File: src/rtl/pci_bus_arbiter.sv
// Round-robin PCI bus arbiter: grants one initiator at a time, watches FRAME/IRDY
// for bus idle, revokes unused grants after GNT_TIMEOUT and bounds contended tenures.
module pci_bus_arbiter #(
  parameter int N_REQ       = 4,
  parameter int GNT_TIMEOUT = 16,
  parameter int MAX_PHASES  = 8
) (
  input  logic             CLK,
  input  logic             RST,
  input  logic [N_REQ-1:0] REQ,
  input  logic             FRAME,
  input  logic             IRDY,
  input  logic             TRDY,
  output logic [N_REQ-1:0] GNT,
  output logic [2:0]       OWNER,
  output logic             OWNER_VALID,
  output logic             BUS_IDLE,
  output logic             TIMEOUT_EV
);

  typedef enum logic [1:0] {S_IDLE, S_GRANTED, S_BUSY, S_TURN} state_t;

  state_t           state_q, state_nxt;
  logic [2:0]       ptr_q, ptr_nxt;
  logic [2:0]       owner_q, owner_nxt;
  logic             owner_vld_q, owner_vld_nxt;
  logic [N_REQ-1:0] gnt_q, gnt_nxt;
  logic [7:0]       tcnt_q, tcnt_nxt;
  logic [7:0]       pcnt_q, pcnt_nxt;
  logic             tmo_q, tmo_nxt;
  logic             bus_idle_q;

  logic             bus_idle_now;
  logic             data_phase;
  logic [7:0]       pcnt_upd;
  logic             owner_req;
  logic             others_req;
  logic             tmo_hit;
  logic             budget_hit;
  logic             win_vld;
  logic [2:0]       win_idx;
  logic [N_REQ-1:0] win_onehot;
  logic [3:0]       cand;

  assign bus_idle_now = FRAME & IRDY;
  assign data_phase   = ~IRDY & ~TRDY;
  assign pcnt_upd     = (data_phase && pcnt_q != 8'hFF) ? pcnt_q + 8'd1 : pcnt_q;
  assign tmo_hit      = bus_idle_now && (tcnt_q == 8'(GNT_TIMEOUT - 1));
  // Budget uses the count including this edge's phase, so GNT drops right after phase MAX_PHASES.
  assign budget_hit   = others_req && (pcnt_upd >= 8'(MAX_PHASES));

  always_comb begin
    owner_req  = 1'b0;
    others_req = 1'b0;
    for (int i = 0; i < N_REQ; i++) begin
      if (3'(i) == owner_q) owner_req = !REQ[i];
      else if (!REQ[i])     others_req = 1'b1;
    end
  end

  // Rotating search: first low REQ at or after the pointer, wrapping modulo N_REQ.
  always_comb begin
    win_vld = 1'b0;
    win_idx = '0;
    cand    = '0;
    for (int i = 0; i < N_REQ; i++) begin
      cand = {1'b0, ptr_q} + 4'(i);
      if (cand >= 4'(N_REQ)) cand = cand - 4'(N_REQ);
      for (int j = 0; j < N_REQ; j++) begin
        if (!win_vld && cand == 4'(j) && !REQ[j]) begin
          win_vld = 1'b1;
          win_idx = 3'(j);
        end
      end
    end
    win_onehot = {{(N_REQ-1){1'b0}}, 1'b1} << win_idx;
  end

  always_ff @(posedge CLK) begin
    if (!RST) state_q <= S_IDLE;
    else      state_q <= state_nxt;
  end

  always_comb begin
    state_nxt = state_q;
    case (state_q)
      S_IDLE:    if (win_vld) state_nxt = S_GRANTED;
      S_GRANTED: begin
        if (!FRAME)                    state_nxt = S_BUSY;
        else if (!owner_req || tmo_hit) state_nxt = S_IDLE;
      end
      S_BUSY:    if (bus_idle_now) state_nxt = S_TURN;
      default:   state_nxt = S_IDLE;
    endcase
  end

  always_comb begin
    gnt_nxt       = gnt_q;
    owner_nxt     = owner_q;
    owner_vld_nxt = owner_vld_q;
    ptr_nxt       = ptr_q;
    tcnt_nxt      = tcnt_q;
    pcnt_nxt      = pcnt_q;
    tmo_nxt       = 1'b0;
    case (state_q)
      S_IDLE: begin
        gnt_nxt = '1;
        if (win_vld) begin
          gnt_nxt       = ~win_onehot;
          owner_nxt     = win_idx;
          owner_vld_nxt = 1'b1;
          tcnt_nxt      = '0;
          ptr_nxt       = (win_idx == 3'(N_REQ - 1)) ? 3'd0 : win_idx + 3'd1;
        end
      end
      S_GRANTED: begin
        if (state_nxt == S_BUSY) begin
          pcnt_nxt = '0;
        end else if (state_nxt == S_IDLE) begin
          gnt_nxt       = '1;
          owner_vld_nxt = 1'b0;
          // An owner that withdrew its request is not a timeout.
          tmo_nxt       = owner_req;
        end else if (bus_idle_now) begin
          tcnt_nxt = tcnt_q + 8'd1;
        end
      end
      S_BUSY: begin
        pcnt_nxt = pcnt_upd;
        if (budget_hit || !owner_req || bus_idle_now) gnt_nxt = '1;
        if (bus_idle_now) owner_vld_nxt = 1'b0;
      end
      default: gnt_nxt = '1;
    endcase
  end

  always_ff @(posedge CLK) begin
    if (!RST) begin
      gnt_q       <= '1;
      owner_q     <= '0;
      owner_vld_q <= 1'b0;
      ptr_q       <= '0;
      tcnt_q      <= '0;
      pcnt_q      <= '0;
      tmo_q       <= 1'b0;
      bus_idle_q  <= 1'b1;
    end else begin
      gnt_q       <= gnt_nxt;
      owner_q     <= owner_nxt;
      owner_vld_q <= owner_vld_nxt;
      ptr_q       <= ptr_nxt;
      tcnt_q      <= tcnt_nxt;
      pcnt_q      <= pcnt_nxt;
      tmo_q       <= tmo_nxt;
      bus_idle_q  <= bus_idle_now;
    end
  end

  assign GNT         = gnt_q;
  assign OWNER       = owner_q;
  assign OWNER_VALID = owner_vld_q;
  assign BUS_IDLE    = bus_idle_q;
  assign TIMEOUT_EV  = tmo_q;

endmodule

File: config.mk
export PLATFORM = sky130hd
export DESIGN_NAME = pci_bus_arbiter
export DESIGN_NICKNAME = d
export VERILOG_FILES = /design/src/rtl/pci_bus_arbiter.sv
export SDC_FILE = /design/constraint.sdc
export NUM_CORES = 1
export LEC_CHECK = 0
export CAP_MARGIN = 20
export CELL_PAD_IN_SITES_DETAIL_PLACEMENT = 0
export CELL_PAD_IN_SITES_GLOBAL_PLACEMENT = 1
export CORE_ASPECT_RATIO = 0.9
export CORE_MARGIN = 2
export CORE_UTILIZATION = 44
export CTS_BUF_LIST = sky130_fd_sc_hd__clkbuf_8 sky130_fd_sc_hd__clkbuf_16
export DETAILED_ROUTE_END_ITERATION = 16
export HOLD_SLACK_MARGIN = 0.06
export PLACE_DENSITY_LB_ADDON = 0.1
export SYNTH_ARGS = -nofsm -noshare
export SYNTH_HDL_FRONTEND = slang
export SYNTH_SLANG_ARGS = --single-unit
File: constraint.sdc
create_clock -name CLK -period 3.5 [get_ports CLK]
set_input_delay 0.525 -clock CLK [delete_from_list [all_inputs] [get_ports CLK]]
set_output_delay 0.525 -clock CLK [all_outputs]
set_load 0.05 [all_outputs]
== Word-level counts from Yosys, hierarchy flattened ==
Index checks and enable logic that the tools add are counted.

* Logic and storage cells: 206
* Flip-flop bits (word level): 31
* Output and inout bits: 10

* Add/sub/neg operators: 10
* Order comparisons: 5
* Bitwise gates (word level): 8
* Reductions and logical operators: 73
* Mux-type cells: 71
* Eq/ne operators: 29
* Shift operators: 1

{| class="wikitable"
|+ Operators with widths
! kind !! count
|-
| 8-bit two-way mux || 6
|-
| 3-bit two-way mux || 15
|-
| 1-bit logical AND || 34
|-
| 1-bit two-way mux || 33
|-
| 4-bit by 2-bit == test with 1-bit output (second input constant) || 8
|-
| 4-bit two-way mux || 8
|-
| 8-bit case mux with 2 select lines || 2
|-
| 1-bit logical NOT || 20
|-
| 8-bit by 1-bit adder with 8-bit output (second input constant) || 2
|-
| 4-bit by 1-bit == test with 1-bit output (second input constant) || 4
|-
| 4-bit logical NOT || 4
|-
| 2-bit != test (second input constant) || 8
|-
| 4-bit by 3-bit >= comparator with 1-bit output (second input constant) || 3
|-
| 4-bit case mux with 3 select lines || 1
|-
| 4-bit by 3-bit subtractor with 4-bit output (second input constant) || 3
|-
| 5-bit AND reduction || 2
|-
| 3-bit by 2-bit adder with 4-bit output (second input constant) || 2
|-
| 8-bit by 4-bit == test with 1-bit output (second input constant) || 1
|-
| 8-bit by 4-bit >= comparator with 1-bit output (second input constant) || 1
|-
| 2-bit two-way mux || 4
|-
| 8-bit != test (second input constant) || 1
|-
| 2-bit by 3-bit == test with 1-bit output (first input constant) || 2
|-
| 2-bit case mux with 3 select lines || 1
|-
| 1-bit inverter || 5
|-
| other kinds (20) || 27
|}

== Logic depth before layout (Yosys ltp) ==
* Word-level depth: 71
* Gate-level depth with buffers: 12
* Mapped depth without buffers: 11

== Least setup slack after synthesis ==
No wires, ideal clock.

* Path type: reg2reg
* From: register ptr_q[0]
* To: register tcnt_q[3]
* Slack: 0.767 ns
* Cell stages (with the launch flop): 11
* Data required time: 3.381 ns
* Arrival: 2.614 ns
* Period minus slack after synthesis: 2.733 ns
* Path through: dfxtp_1 buf_4 or2_2 ha_1 nor3_1 o31a_1 or2_4 o311a_1 o31ai_4 nor3_1 o221a_1

* Word-level cells in the longest chain between the ends: 70
* Elaborated cells on any way between the ends: 101
* Classes of those cells: 7 x add/sub; 4 x order compare; 16 x eq/ne; 22 x mux; 52 x reduce/logical

{| class="wikitable"
|+ Ends and longest elaborated chain
! item !! RTL line !! text
|-
| from (decl) || 24 || <nowiki>logic [2:0] ptr_q, ptr_nxt;</nowiki>
|-
| from (signal assigned) || 151 || <nowiki>ptr_q <= ptr_nxt;</nowiki>
|-
| 3-bit by 3-bit subtractor with 4-bit output or 3-bit >= comparator (tied branches) || 68 || <nowiki>if (cand >= 4'(N_REQ)) cand = cand - 4'(N_REQ);</nowiki>
|-
| 4-bit two-way mux || 68 ||
|-
| 4-bit logical NOT || 70 || <nowiki>if (!win_vld && cand == 4'(j) && !REQ[j]) begin</nowiki>
|-
| 1-bit logical AND || 70 ||
|-
| 1-bit two-way mux || 70 ||
|-
| 1-bit logical NOT || 70 ||
|-
| 1-bit logical AND (2 in a row) || 70 ||
|-
| 1-bit two-way mux || 70 ||
|-
| [52 not listed] || n/a ||
|-
| 1-bit logical NOT || 70 ||
|-
| 1-bit logical AND (2 in a row) || 70 ||
|-
| 1-bit two-way mux (*) || 70 ||
|-
| 2-bit two-way mux || 87 || <nowiki>S_IDLE: if (win_vld) state_nxt = S_GRANTED;</nowiki>
|-
| 2-bit case mux with 3 select lines || 86 || <nowiki>case (state_q)</nowiki>
|-
| 2-bit == test or 2-bit logical NOT (tied branches) || 117, 119 ||
|-
| 2-bit != test (no line) || n/a ||
|-
| 5-bit AND reduction (no line) (*) || n/a ||
|-
| to (signal assigned) || 152 || <nowiki>tcnt_q <= tcnt_nxt;</nowiki>
|-
| to (decl) || 28 || <nowiki>logic [7:0] tcnt_q, tcnt_nxt;</nowiki>
|}

Every way passes the cells marked *; elsewhere a longest branch is shown, timed or not.
A chain may end at the register's enable or synchronous reset.

== Worst setup path after layout ==
* From: input port REQ[2]
* To: register pcnt_q[3]

* Word-level cells in the longest chain between the ends: 60
* Elaborated cells on any way between the ends: 66
* Classes of those cells: 2 x eq/ne; 20 x mux; 44 x reduce/logical

{| class="wikitable"
|+ Ends and longest elaborated chain
! item !! RTL line !! text
|-
| from (decl) || 10 || <nowiki>input logic [N_REQ-1:0] REQ,</nowiki>
|-
| 1-bit logical NOT (*) || 56, 70 ||
|-
| 1-bit logical AND || 70 ||
|-
| 1-bit two-way mux || 70 ||
|-
| 1-bit logical NOT || 70 ||
|-
| 1-bit logical AND (2 in a row) || 70 ||
|-
| 1-bit two-way mux || 70 ||
|-
| 1-bit logical NOT || 70 ||
|-
| 1-bit logical AND (2 in a row) || 70 ||
|-
| [41 not listed] || n/a ||
|-
| 1-bit logical NOT || 70 ||
|-
| 1-bit logical AND (2 in a row) || 70 ||
|-
| 1-bit two-way mux || 70 ||
|-
| 2-bit two-way mux || 87 ||
|-
| 2-bit case mux with 3 select lines (*) || 86 ||
|-
| 2-bit == test (*) || 117 || <nowiki>if (state_nxt == S_BUSY) begin</nowiki>
|-
| 2-bit != test (no line) (*) || n/a ||
|-
| 2-bit AND reduction (no line) (*) || n/a ||
|-
| to (signal assigned) || 153 || <nowiki>pcnt_q <= pcnt_nxt;</nowiki>
|-
| to (decl) || 29 || <nowiki>logic [7:0] pcnt_q, pcnt_nxt;</nowiki>
|}

Marked as above.

==> flow_summary.json <==
{
  "first_iter_violations": 174,
  "vias": 2132,
  "cts_tree": "done",
  "yosys.area_share.adder": 0.08233,
  "die_w_um": 79.88,
  "synth-seq-cells": 29,
  "rsz0062_at_grt": "false",
  "clkTransAtPathRegs_ns": 0.07,
  "netlist_top_cells_count": "dfxtp_1, nand2_1, nor2_1",
  "drive_above_1_share": 0.1267,
  "grt_max_degree": 24,
  "synthMuxAreaShare": 0.02360,
  "clock_skew_ns": 0.006273,
  "cap_violations": 0,
  "antenna_found_initial": 0,
  "final_cells": 357,
  "firstDrtPassIters": 4,
  "yosysTopAreaCell": "dfxtp_1",
  "period_share": 0.8416,
  "fin_setup_tns_ns": 0,
  "ios": 19,
  "drt-total-wl_mm": 5.720,
  "die_h_um": 72.29,
  "critPathMaxFanout": 9,
  "dieArea_mm2": 0.005774,
  "yosysTopAreaCellShare": 0.2547,
  "hp-class": "reg -> reg",
  "yosys.cell_types.count": 67,
  "clock_latency_ns": 0.28,
  "grt_usage": 0.2155,
  "hold_viol": 0,
  "fmax_mhz": 339.5,
  "routed_via_density": 5.972,
  "synth_most_common_cell": "dfxtp_1",
  "synth_top_family_by_area": "compound AO/OA/AOI/OAI gates",
  "syn_inst": 270,
  "portBuffers": 17,
  "synth_area_mm2": 0.002280,
  "grt_pass1_wl_mm": 9.804,
  "avgSynthCellArea_um2": 8.443,
  "slew_viol_final": 0,
  "clock-sinks": 29,
  "nNetsFinal": 315,
  "grt_pass1_vias": 1979,
  "seq_area_frac_synth": 0.2547,
  "status": "complete, no violations",
  "max_slew_margin": 0.5810,
  "setup_viol": 0,
  "h-tree-depth": 2,
  "fin_ws_ns": 0.5543,
  "core_area_mm2": 0.004925,
  "dp.cells": 349,
  "n_antenna_cell": 0,
  "cp-end-kind": "register",
  "crit_type": "in -> reg",
  "synth_compound_area_frac": 0.3304,
  "post_cts_buffers": 0,
  "drtAntennaViolNets": 0,
  "hpwl_mm": 4.222,
  "fin_crit_ns": 2.946,
  "clockBufferDepth": 2,
  "worst_pin_slew_ns": 0.6263,
  "peakVddDrop_uv": 389.5,
  "numCtsBuffers": 5,
  "synth_area_leaders": "dfxtp_1, ha_1, nand2_1",
  "gp_congestion": 0.8841,
  "clock-root-buffer": "clkbuf_8",
  "async_reset_ff_frac": 0,
  "start_kind": "primary input",
  "worstPathRequired_ns": 3.69,
  "multi_input_comb_area_mm2": 0.001577,
  "wl_per_cell_um": 16.02,
  "crit_arrival_ns": 3.13,
  "yosys_most_used_dff": "dfxtp_1",
  "start_util": 0.4629,
  "synth-simple-area-share": 0.2431,
  "synth_edf_count": 0,
  "post-place-ws_ns": 0.3131,
  "drc": 0,
  "rows": 24,
  "synth_warnings": 0,
  "power.density_mw_per_mm2": 716.6,
  "synth-xor-area-share": 0.003842,
  "ctsHoldBuffers": 0,
  "fillCellCount": 494,
  "seq_area_um2": 580.6,
  "area_growth_syn_to_layout_pct": 13.72,
  "gr-total-overflow": 0,
  "power_leakage_nw": 0.9506,
  "cts-resized-gates": 0
}
## critical path, stage by stage
cell             delay, ns
clkdlybuf4s50_1       0.61
o21ai_0               0.16
a22o_1                0.31
o41ai_4               0.61
a31oi_2               0.33
nand3b_4              0.29
o32ai_1               0.29
## layout by cell type, fill, tap and decap left out, types with 3 or more instances in the layout
| cell type | synthesis | layout |
|---|---|---|
| nor2b_1 | 3 | 3 |
| nand2_1 | 25 | 25 |
| clkbuf_8 | 2 | 5 |
| dfxtp_1 | 29 | 29 |
| or3_1 | 4 | 4 |
| ha_1 | 15 | 15 |
| nand3_1 | 8 | 8 |
| o31a_1 | 4 | 4 |
| nor4b_1 | 3 | 3 |
| o21ai_0 | 10 | 10 |
| conb_1 | 2 | 5 |
| a311oi_1 | 5 | 5 |
| a211oi_1 | 11 | 11 |
| nand2b_1 | 3 | 3 |
| nor2_1 | 23 | 23 |
| o211a_1 | 3 | 3 |
| or2_2 | 5 | 5 |
| o32ai_1 | 6 | 6 |
| buf_4 | 2 | 6 |
| nand4_1 | 5 | 5 |
| and2_1 | 3 | 3 |
| inv_1 | 13 | 13 |
| a31oi_1 | 4 | 4 |
| clkdlybuf4s50_1 | 0 | 17 |
| a41oi_1 | 5 | 5 |
| a21oi_1 | 12 | 12 |
| nor3_1 | 7 | 7 |
| and3_1 | 4 | 4 |
## cell type report
type / count / area share
Timing Repair Buffer: 23 / 0.08301
Tap cell: 65 / 0.03137
Clock inverter: 3 / 0.006757
Multi-Input combinational cell: 218 / 0.6081
Inverter: 14 / 0.02027
Clock buffer: 5 / 0.02654
Sequential cell: 29 / 0.2239
## per-layer routing
metal | global-route usage | part of all wire | vias up | wire [um]
li1 | - | - | 1075 | -
met1 | 0.3186 | 0.50 | 987 | 2866
met2 | 0.3221 | 0.43 | 68 | 2464
met3 | 0.04353 | 0.064 | 2 | 364
met4 | 0.05461 | 0.0044 | 0 | 25
met5 | 0 | 0 | - | 0
## worst paths after layout
path | slack, ns | to | cells past startpoint | startpoint
worst min-delay path | 0.49 | pcnt_q[1]$_SDFFE_PN0P_ | 2 | pcnt_q[1]$_SDFFE_PN0P_
worst max register to register | 0.58 | pcnt_q[3]$_SDFFE_PN0P_ | 8 | ptr_q[0]$_SDFFE_PN0P_
worst min register to register | 0.49 | pcnt_q[1]$_SDFFE_PN0P_ | 2 | pcnt_q[1]$_SDFFE_PN0P_
worst max-delay path | 0.55 | pcnt_q[3]$_SDFFE_PN0P_ | 7 | REQ[2]
## flip-flops by register name, summed over array words and instances, names as in the netlist
signal       count
TIMEOUT_EV       1
OWNER_VALID      1
ptr_q            2
GNT              4
state_q          2
pcnt_q           8
tcnt_q           8
BUS_IDLE         1
OWNER            2
## where the power goes
part	switching (mW)	leakage [nW]	internal (mW)
combinational	0.724	0.671	0.420
sequential	0.0554	0.236	0.385
clock	0.135	0.0439	0.137
total	0.915	0.951	0.943
## per-stage QoR
stage / hold slack [ns] / utilization / cell area [um2] / total power, mW
6_report: 0.4900 / 0.5264 / 2592 / 1.858
4_1_cts: 0.4888 / 0.5264 / 2592 / 1.861
5_1_grt: 0.5183 / 0.5264 / 2592 / 2.002
3_5_place_dp: 0.4805 / 0.5089 / 2506 / 1.581
2_1_floorplan: 0.4584 / - / 2291 / 1.324
3_3_place_gp: 0.4692 / 0.5089 / 2506 / 1.587
## kinds of logic (layout without fill, tap and decap cells)
group	after synthesis	after routing
xor gates and xnor gates	1	1
AOI/OAI and AO/OA	89	89
muxes	4	4
other	2	5
DFF	29	29
and+or+nand+nor	104	104
adders and majority gates	15	15
buffers and inverters	26	45
No activity file was read; power rests on OpenSTA's default activity.
